**src/rtl/pipe_stage_fifo.sv**
```systemverilog
`default_nettype none
// ============================================================================
// Module   : pipe_stage_fifo
// Brief    : Elastic valid/ready buffer carrying one stage-register payload
//            between adjacent pipeline stages, with occupancy and flush.
// Revision : 1.0 - initial release
// ============================================================================
module pipe_stage_fifo #(
    parameter int PAYLOAD_W = 65,
    parameter int DEPTH     = 2
) (
    input  logic                         clk,
    input  logic                         rst_n,
    input  logic                         in_valid,
    output logic                         in_ready,
    input  logic [PAYLOAD_W-1:0]         in_data,
    output logic                         out_valid,
    input  logic                         out_ready,
    output logic [PAYLOAD_W-1:0]         out_data,
    input  logic                         flush,
    output logic [$clog2(DEPTH+1)-1:0]   count
);

    localparam int C_PTR_W = (DEPTH > 1) ? $clog2(DEPTH) : 1;
    localparam int C_CNT_W = $clog2(DEPTH + 1);
    localparam logic [C_PTR_W-1:0] C_LAST_IDX = C_PTR_W'(DEPTH - 1);

    logic [PAYLOAD_W-1:0] r_mem [DEPTH];
    logic [C_PTR_W-1:0]   r_wr_ptr;
    logic [C_PTR_W-1:0]   r_rd_ptr;
    logic [C_CNT_W-1:0]   r_count;
    logic                 w_push;
    logic                 w_pop;

    function automatic logic [C_PTR_W-1:0] f_next(input logic [C_PTR_W-1:0] ptr);
        return (ptr == C_LAST_IDX) ? '0 : ptr + 1'b1;
    endfunction

    generate
        if (DEPTH == 1) begin : g_ready_pass
            // Single entry: a same-cycle pop frees the slot, keeping full rate.
            assign in_ready = (r_count == '0) | out_ready;
        end else begin : g_ready_reg
            localparam logic [C_CNT_W-1:0] C_DEPTH = C_CNT_W'(DEPTH);
            assign in_ready = (r_count < C_DEPTH);
        end
    endgenerate

    assign out_valid = (r_count != '0) & ~flush;
    assign out_data  = r_mem[r_rd_ptr];
    assign count     = r_count;
    assign w_push    = in_valid & in_ready & ~flush;
    assign w_pop     = out_valid & out_ready;

    always_ff @(posedge clk or negedge rst_n) begin
        if (!rst_n) begin
            r_wr_ptr <= '0;
            r_rd_ptr <= '0;
            r_count  <= '0;
            for (int i = 0; i < DEPTH; i++) begin
                r_mem[i] <= '0;
            end
        end else if (flush) begin
            // Storage contents are left stale; the pointers alone retire them.
            r_wr_ptr <= '0;
            r_rd_ptr <= '0;
            r_count  <= '0;
        end else begin
            if (w_push) begin
                r_mem[r_wr_ptr] <= in_data;
                r_wr_ptr        <= f_next(r_wr_ptr);
            end
            if (w_pop) begin
                r_rd_ptr <= f_next(r_rd_ptr);
            end
            case ({w_push, w_pop})
                2'b10:   r_count <= r_count + 1'b1;
                2'b01:   r_count <= r_count - 1'b1;
                default: r_count <= r_count;
            endcase
        end
    end

endmodule
`default_nettype wire

```
**config.mk**
```make
export PLATFORM = sky130hd
export DESIGN_NAME = pipe_stage_fifo
export DESIGN_NICKNAME = d
export VERILOG_FILES = /design/src/rtl/pipe_stage_fifo.sv
export SDC_FILE = /design/constraint.sdc
export NUM_CORES = 1
export LEC_CHECK = 0
export CORE_MARGIN = 2
export CORE_UTILIZATION = 50
export CTS_CLUSTER_DIAMETER = 60
export DETAILED_ROUTE_END_ITERATION = 6
export PLACE_DENSITY = 0.8
export SYNTH_ARGS = -nofsm -noshare
export SYNTH_HDL_FRONTEND = slang
export SYNTH_SLANG_ARGS = --single-unit
export TNS_END_PERCENT = 10
```
**constraint.sdc**
```tcl
create_clock -name clk -period 1.8 [get_ports clk]
set_input_delay 0.27 -clock clk [delete_from_list [all_inputs] [get_ports clk]]
set_output_delay 0.27 -clock clk [all_outputs]
set_load 0.005 [all_outputs]
```
# Word-level counts from Yosys, hierarchy flattened
# Cells that the tools add are included.
[op_classes]
addsub = 4
n_lt_le_gt_ge = 4
eq_ne = 2
n_mux = 14
bitwise_logic = 7
reduce_logical = 6
[ops]
columns = ["operator", "count"]
rows = [
  ["2-to-1 mux 65 bit", 4],
  ["bitwise mux 130 bit", 1],
  ["demux 65 bit (select 1 bit)", 1],
  ["2-to-1 mux 1 bit", 6],
  ["nonzero test 2 bit", 3],
  ["bitwise AND 1 bit", 4],
  [">= comparator 2 bit (second input constant)", 2],
  ["NOT 1 -> 2 bit", 2],
  ["case mux 2 bit (2 select lines)", 1],
  ["nonzero test 3 bit", 1],
  ["adder 1 bit (second input constant)", 2],
  ["adder 2 x 1 -> 2 bit (second input constant)", 1],
  ["equality test 2 x 1 -> 1 bit (second input constant)", 1],
  ["equality test 2 bit (second input constant)", 1],
  ["less-than comparator 2 x 1 -> 1 bit (second input constant)", 1],
  ["less-than comparator 2 bit (second input constant)", 1],
  ["2-to-1 mux 2 bit", 1],
  ["AND reduction 2 bit", 1],
  ["subtractor 2 x 1 -> 2 bit (second input constant)", 1],
  ["logical AND 1 bit", 1],
  ["NOT 1 bit", 1],
]
[word_totals]
reg_bits = 134
inputBits = 70
output_inout_bits = 69
word_cells = 42

# Longest topological paths before layout
[depth]
word_depth = 6
ltp_mapped = 5
depth_no_buf = 3

# Worst setup path after synthesis
# Ideal clock, no wire load.
[synth_path]
kind = "register to register"
startpoint = "register r_count[1] (netlist: count[1])"
endpoint = "register r_mem[14] (netlist name)"
setup_ns = 0.125
arrival_time_ns = 1.445
required_time_ns = 1.675
slack_ns = 0.230
stages_incl_launch_ff = 6
n_path_buf = 2
period_less_slack_ns = 1.570
cell_sequence = "dfrtp_1 > nand2b_4 > nor3b_4 > buf_6 > buf_12 > mux2_4"
[synth_between]
elab_chain_cells = 4
[synth_rtl]
columns = ["item", "line", "rtl"]
rows = [
  ["start: declaration", "31", "logic [C_CNT_W-1:0] r_count;"],
  ["start signal: assignment", "77", "2'b10: r_count <= r_count + 1'b1;"],
  ["start signal: assignment", "78", "2'b01: r_count <= r_count - 1'b1;"],
  ["start signal: assignment", "79", "default: r_count <= r_count;"],
  ["less-than comparator 2 bit", "45", "assign in_ready = (r_count < C_DEPTH);"],
  ["bitwise AND 1 bit (2 in series)", "52", "assign w_push = in_valid & in_ready & ~flush;"],
  ["AND reduction 2 bit (no line)", "n/a", ""],
  ["end signal: indexed assignment", "70", "r_mem[r_wr_ptr] <= in_data;"],
  ["end: declaration", "28", "logic [PAYLOAD_W-1:0] r_mem [DEPTH];"],
]
# No other way between the ends.
# A chain may end at the register's enable or synchronous reset.

# Worst setup path in the final report
[layout_path]
startpoint = "register r_rd_ptr"
endpoint = "output port out_data[55]"
[layout_between]
elab_chain_cells = 4
[layout_rtl]
columns = ["item", "line", "rtl"]
rows = [
  ["start: declaration", "30", "logic [C_PTR_W-1:0] r_rd_ptr;"],
  ["start signal: assignment", "74", "r_rd_ptr <= f_next(r_rd_ptr);"],
  ["NOT 1 -> 2 bit (not written as such)", "50", "assign out_data = r_mem[r_rd_ptr];"],
  ["2-to-1 mux 65 bit (not written as such) (3 in series)", "50", ""],
  ["end: declaration", "19", "output logic [PAYLOAD_W-1:0] out_data,"],
]
# No other way between the ends. The select of a mux whose other input is x is not followed.

==> key figures <==
Logic synthesis
  • Number of synthesized flops with an enable pin: 0
  • Register area share after synthesis: 55.0%
  • Synth top area share: 55.0%
  • Syn Nets: 439
  • Count leader, synth: mux2_2
  • Yosys warning count: 0
  • #FFs+latches synth: roughly 130
  • Syn_area_per_cell: between 15 and 20 µm²
  • Synth async-reset ratio: 100%
  • Synth area leaders: dfrtp_1, mux2_2, mux2_4, buf_12, buf_6
  • Yosys cell types: 19
  • Cell count after synthesis: 369
  • Synth cell count leaders: mux2_2, dfrtp_1, mux2_4, buf_6, buf_2
  • Post-synth top flop: dfrtp_1
  • Largest area contributor in the netlist: dfrtp_1
  • Synthesized cell area: just over 6000 µm²

Final layout
  • Share of layout cells above drive strength 1: 59.8%
  • Final net count: 614
  • Area growth, synth to finish: 37.9%
  • Non-Filler Instances: a little over 700
  • Antenna diodes: 0
  • FILL cells: 837

Detailed routing
  • # DRC: 0
  • Total Wirelength: about 14000 µm
  • Initial DRC count: 136
  • Antenna-violating nets left: 0
  • Routed WL per cell: 19.3 µm
  • Via count: around 3700
  • Vias per cell: 5.25
  • Drt pass-1 iters: 4

Die
  • Effective utilization at floorplan: between 50% and 60%
  • Boundary pin count: about 140
  • Die height: 114 µm
  • Core ar.: 12000 µm²
  • Die W: 114 µm
  • Die ar.: 13100 µm²
  • # rows: 40

Pwr
  • Power Dens Cells: approximately 1200 nW/µm²
  • Worst vdd rail ir drop: 0.000690 V
  • Lkg Pwr: 3.74 nW
  • Tot Pwr: 10.5 mW

Placement
  • DP Wirelength: 8360 µm
  • Dpl cells: roughly 660
  • Port Buffers: 138
  • GP Congestion: around 0.76

Global route
  • Largest net degree at the start of global routing: 73
  • Gr ovfl total: 0
  • First-pass GRT wire length: 21600 µm
  • Initial antenna violation count: 0
  • Vias in the first global route: 4182
  • GR Util All Layers: approximately 22%

Flow run
  • Max cap viols: 0

STA
  • Max Slew Vio Count: 0
  • Max-slew headroom: 73.2%
  • Post-route minimum period: 1950 ps
  • Setup WS post-layout: -155 ps
  • Final period utilization: 109%
  • Final Setup Violations: 52
  • Maximum clock frequency: approximately 510 MHz
  • Clk_skew: 11.9 ps
  • Worst-margin pin slew: 401 ps
  • RSZ-0062 raised after global routing: true
  • Final Hold Fails: 0

Critical path
  • Required @ worst endpoint: 1530 ps
  • R2R cell count: 5
  • Setup Crit Path Kind: reg -> out
  • CP cell instances: buf_8 > buf_12 > buf_6 > mux2_4 > buf_6
  • Cell mode on critical path: buf_6
  • Startpoint Class: flop
  • R2r setup slk: 200 ps
  • Crit path arrival time: roughly 1700 ps
  • Crit-path slowest cell: dfrtp_2
  • CP Capture Type: primary output
  • Worst r2r dst: r_mem[39]
  • Reg2reg start: count[1]
  • Crit Path Max Fanout: 6
  • Highest cell delay on the worst timing path: 430 ps

Clocking
  • # clock sinks: approximately 130
  • Inserted Clock Buffers: 17
  • H-tree depth: 4
  • Clock Latency Late Sink: 420 ps
  • TritonCTS clock tree: built
  • Worst-path clk slew: 60 ps
  • CTS Buffer Depth: 2
  • Clk root buf: clkbuf_16

Status
  • Run status: finished with violations
  • Failing checks: negative setup slack

Hold path
  • Hold/Removal Path Class: in -> async
==> power breakdown <==
| group | switching, mW | internal [mW] |
|---|---|---|
| registers | 0.467 | 3.85 |
| clock network | 1.24 | 2.13 |
| logic | 0.873 | 1.89 |
==> cells by family (layout without fill, tap and decap cells) <==
kind of cell | Yosys count | in the layout | share of synthesized area [%]
XOR/XNOR | 2 | 2 | 0.288
AND/OR/NAND/NOR | 11 | 11 | 1.31
flip-flops | 134 | 134 | 55.0
multiplexers | 196 | 196 | 39.3
AO/OA/AOI/OAI | 4 | 4 | 0.329
buffers and inverters | 22 | 210 | 3.74
==> worst max path at each step <==
stage | start | end | cells after the start
finish | r_rd_ptr | out_data[55] | 5
global route | r_rd_ptr | out_data[21] | 5
CTS | r_rd_ptr | out_data[3] | 6
detailed placement | flush | r_mem[79] | 4
global placement | flush | r_mem[93] | 4
floorplan | count[1] | r_mem[14] | 5
==> registers in the layout, summed over array words and instances, names as in the netlist <==
register and count:
r_rd_ptr 1, count 2, r_wr_ptr 1, r_mem 130
==> worst max-delay path, delay by kind of cell, from the launching register on <==
kind | cells | cell delay (ps)
flops | 1 | 430
buf+inv | 4 | 550
mux | 1 | 300
==> metal layers <==
metal  wire length, µm  GRT usage [%]
met2              6570           34.7
met3               842           7.57
met4               198           6.42
met5                 0              0
met1              5960           27.8
==> cell type report <==
type | instances | area [µm²] | share of cell area (%)
clock buffers | 23 | 478 | 5.69
clock inverters | 9 | 100 | 1.19
inverters | 1 | 3.75 | 0.0447
multi-input cells | 213 | 2600 | 30.9
flip-flops and latches | 134 | 3350 | 39.9
well taps | 147 | 184 | 2.19
repair buffers | 177 | 1680 | 20.0
==> stage by stage <==
stage          worst slack [ps]  util (%)  setup TNS, ps  hold WS, ps  area (µm²)
2_1_floorplan               230         -              0        -25.6        6090
3_3_place_gp               -136      64.6         -15180         95.4        7730
6_report                   -155      70.2          -4420          209        8400
3_5_place_dp               -161      64.6         -17440         94.8        7730
5_1_grt                    -201      70.2          -6950          216        8400
4_1_cts                    -260      71.1         -10470          192        8500
==> layout by cell type (no fill, tap or decap), types with 3 or more instances in the layout <==
cell type        instances
buf_12                  14
clkinv_2                 5
clkbuf_8                 3
clkdlybuf4s50_1         71
clkbuf_16               18
mux2_2                 125
buf_2                    9
clkbuf_1                 3
clkbuf_2                43
mux2_4                  71
buf_6                   15
nor2_1                   4
buf_4                   18
dfrtp_1                133
==> timing repair <==
| action | CTS | global route |
|---|---|---|
| gates cloned | 4 | 1 |
| setup endpoints to repair | 66 | 65 |
| setup buffers | 10 | 3 |
| hold buffers | 1 | 0 |
| hold endpoints to repair | 134 | 0 |
| gates resized for setup | 183 | 84 |
(Power assumes the default switching activity.)
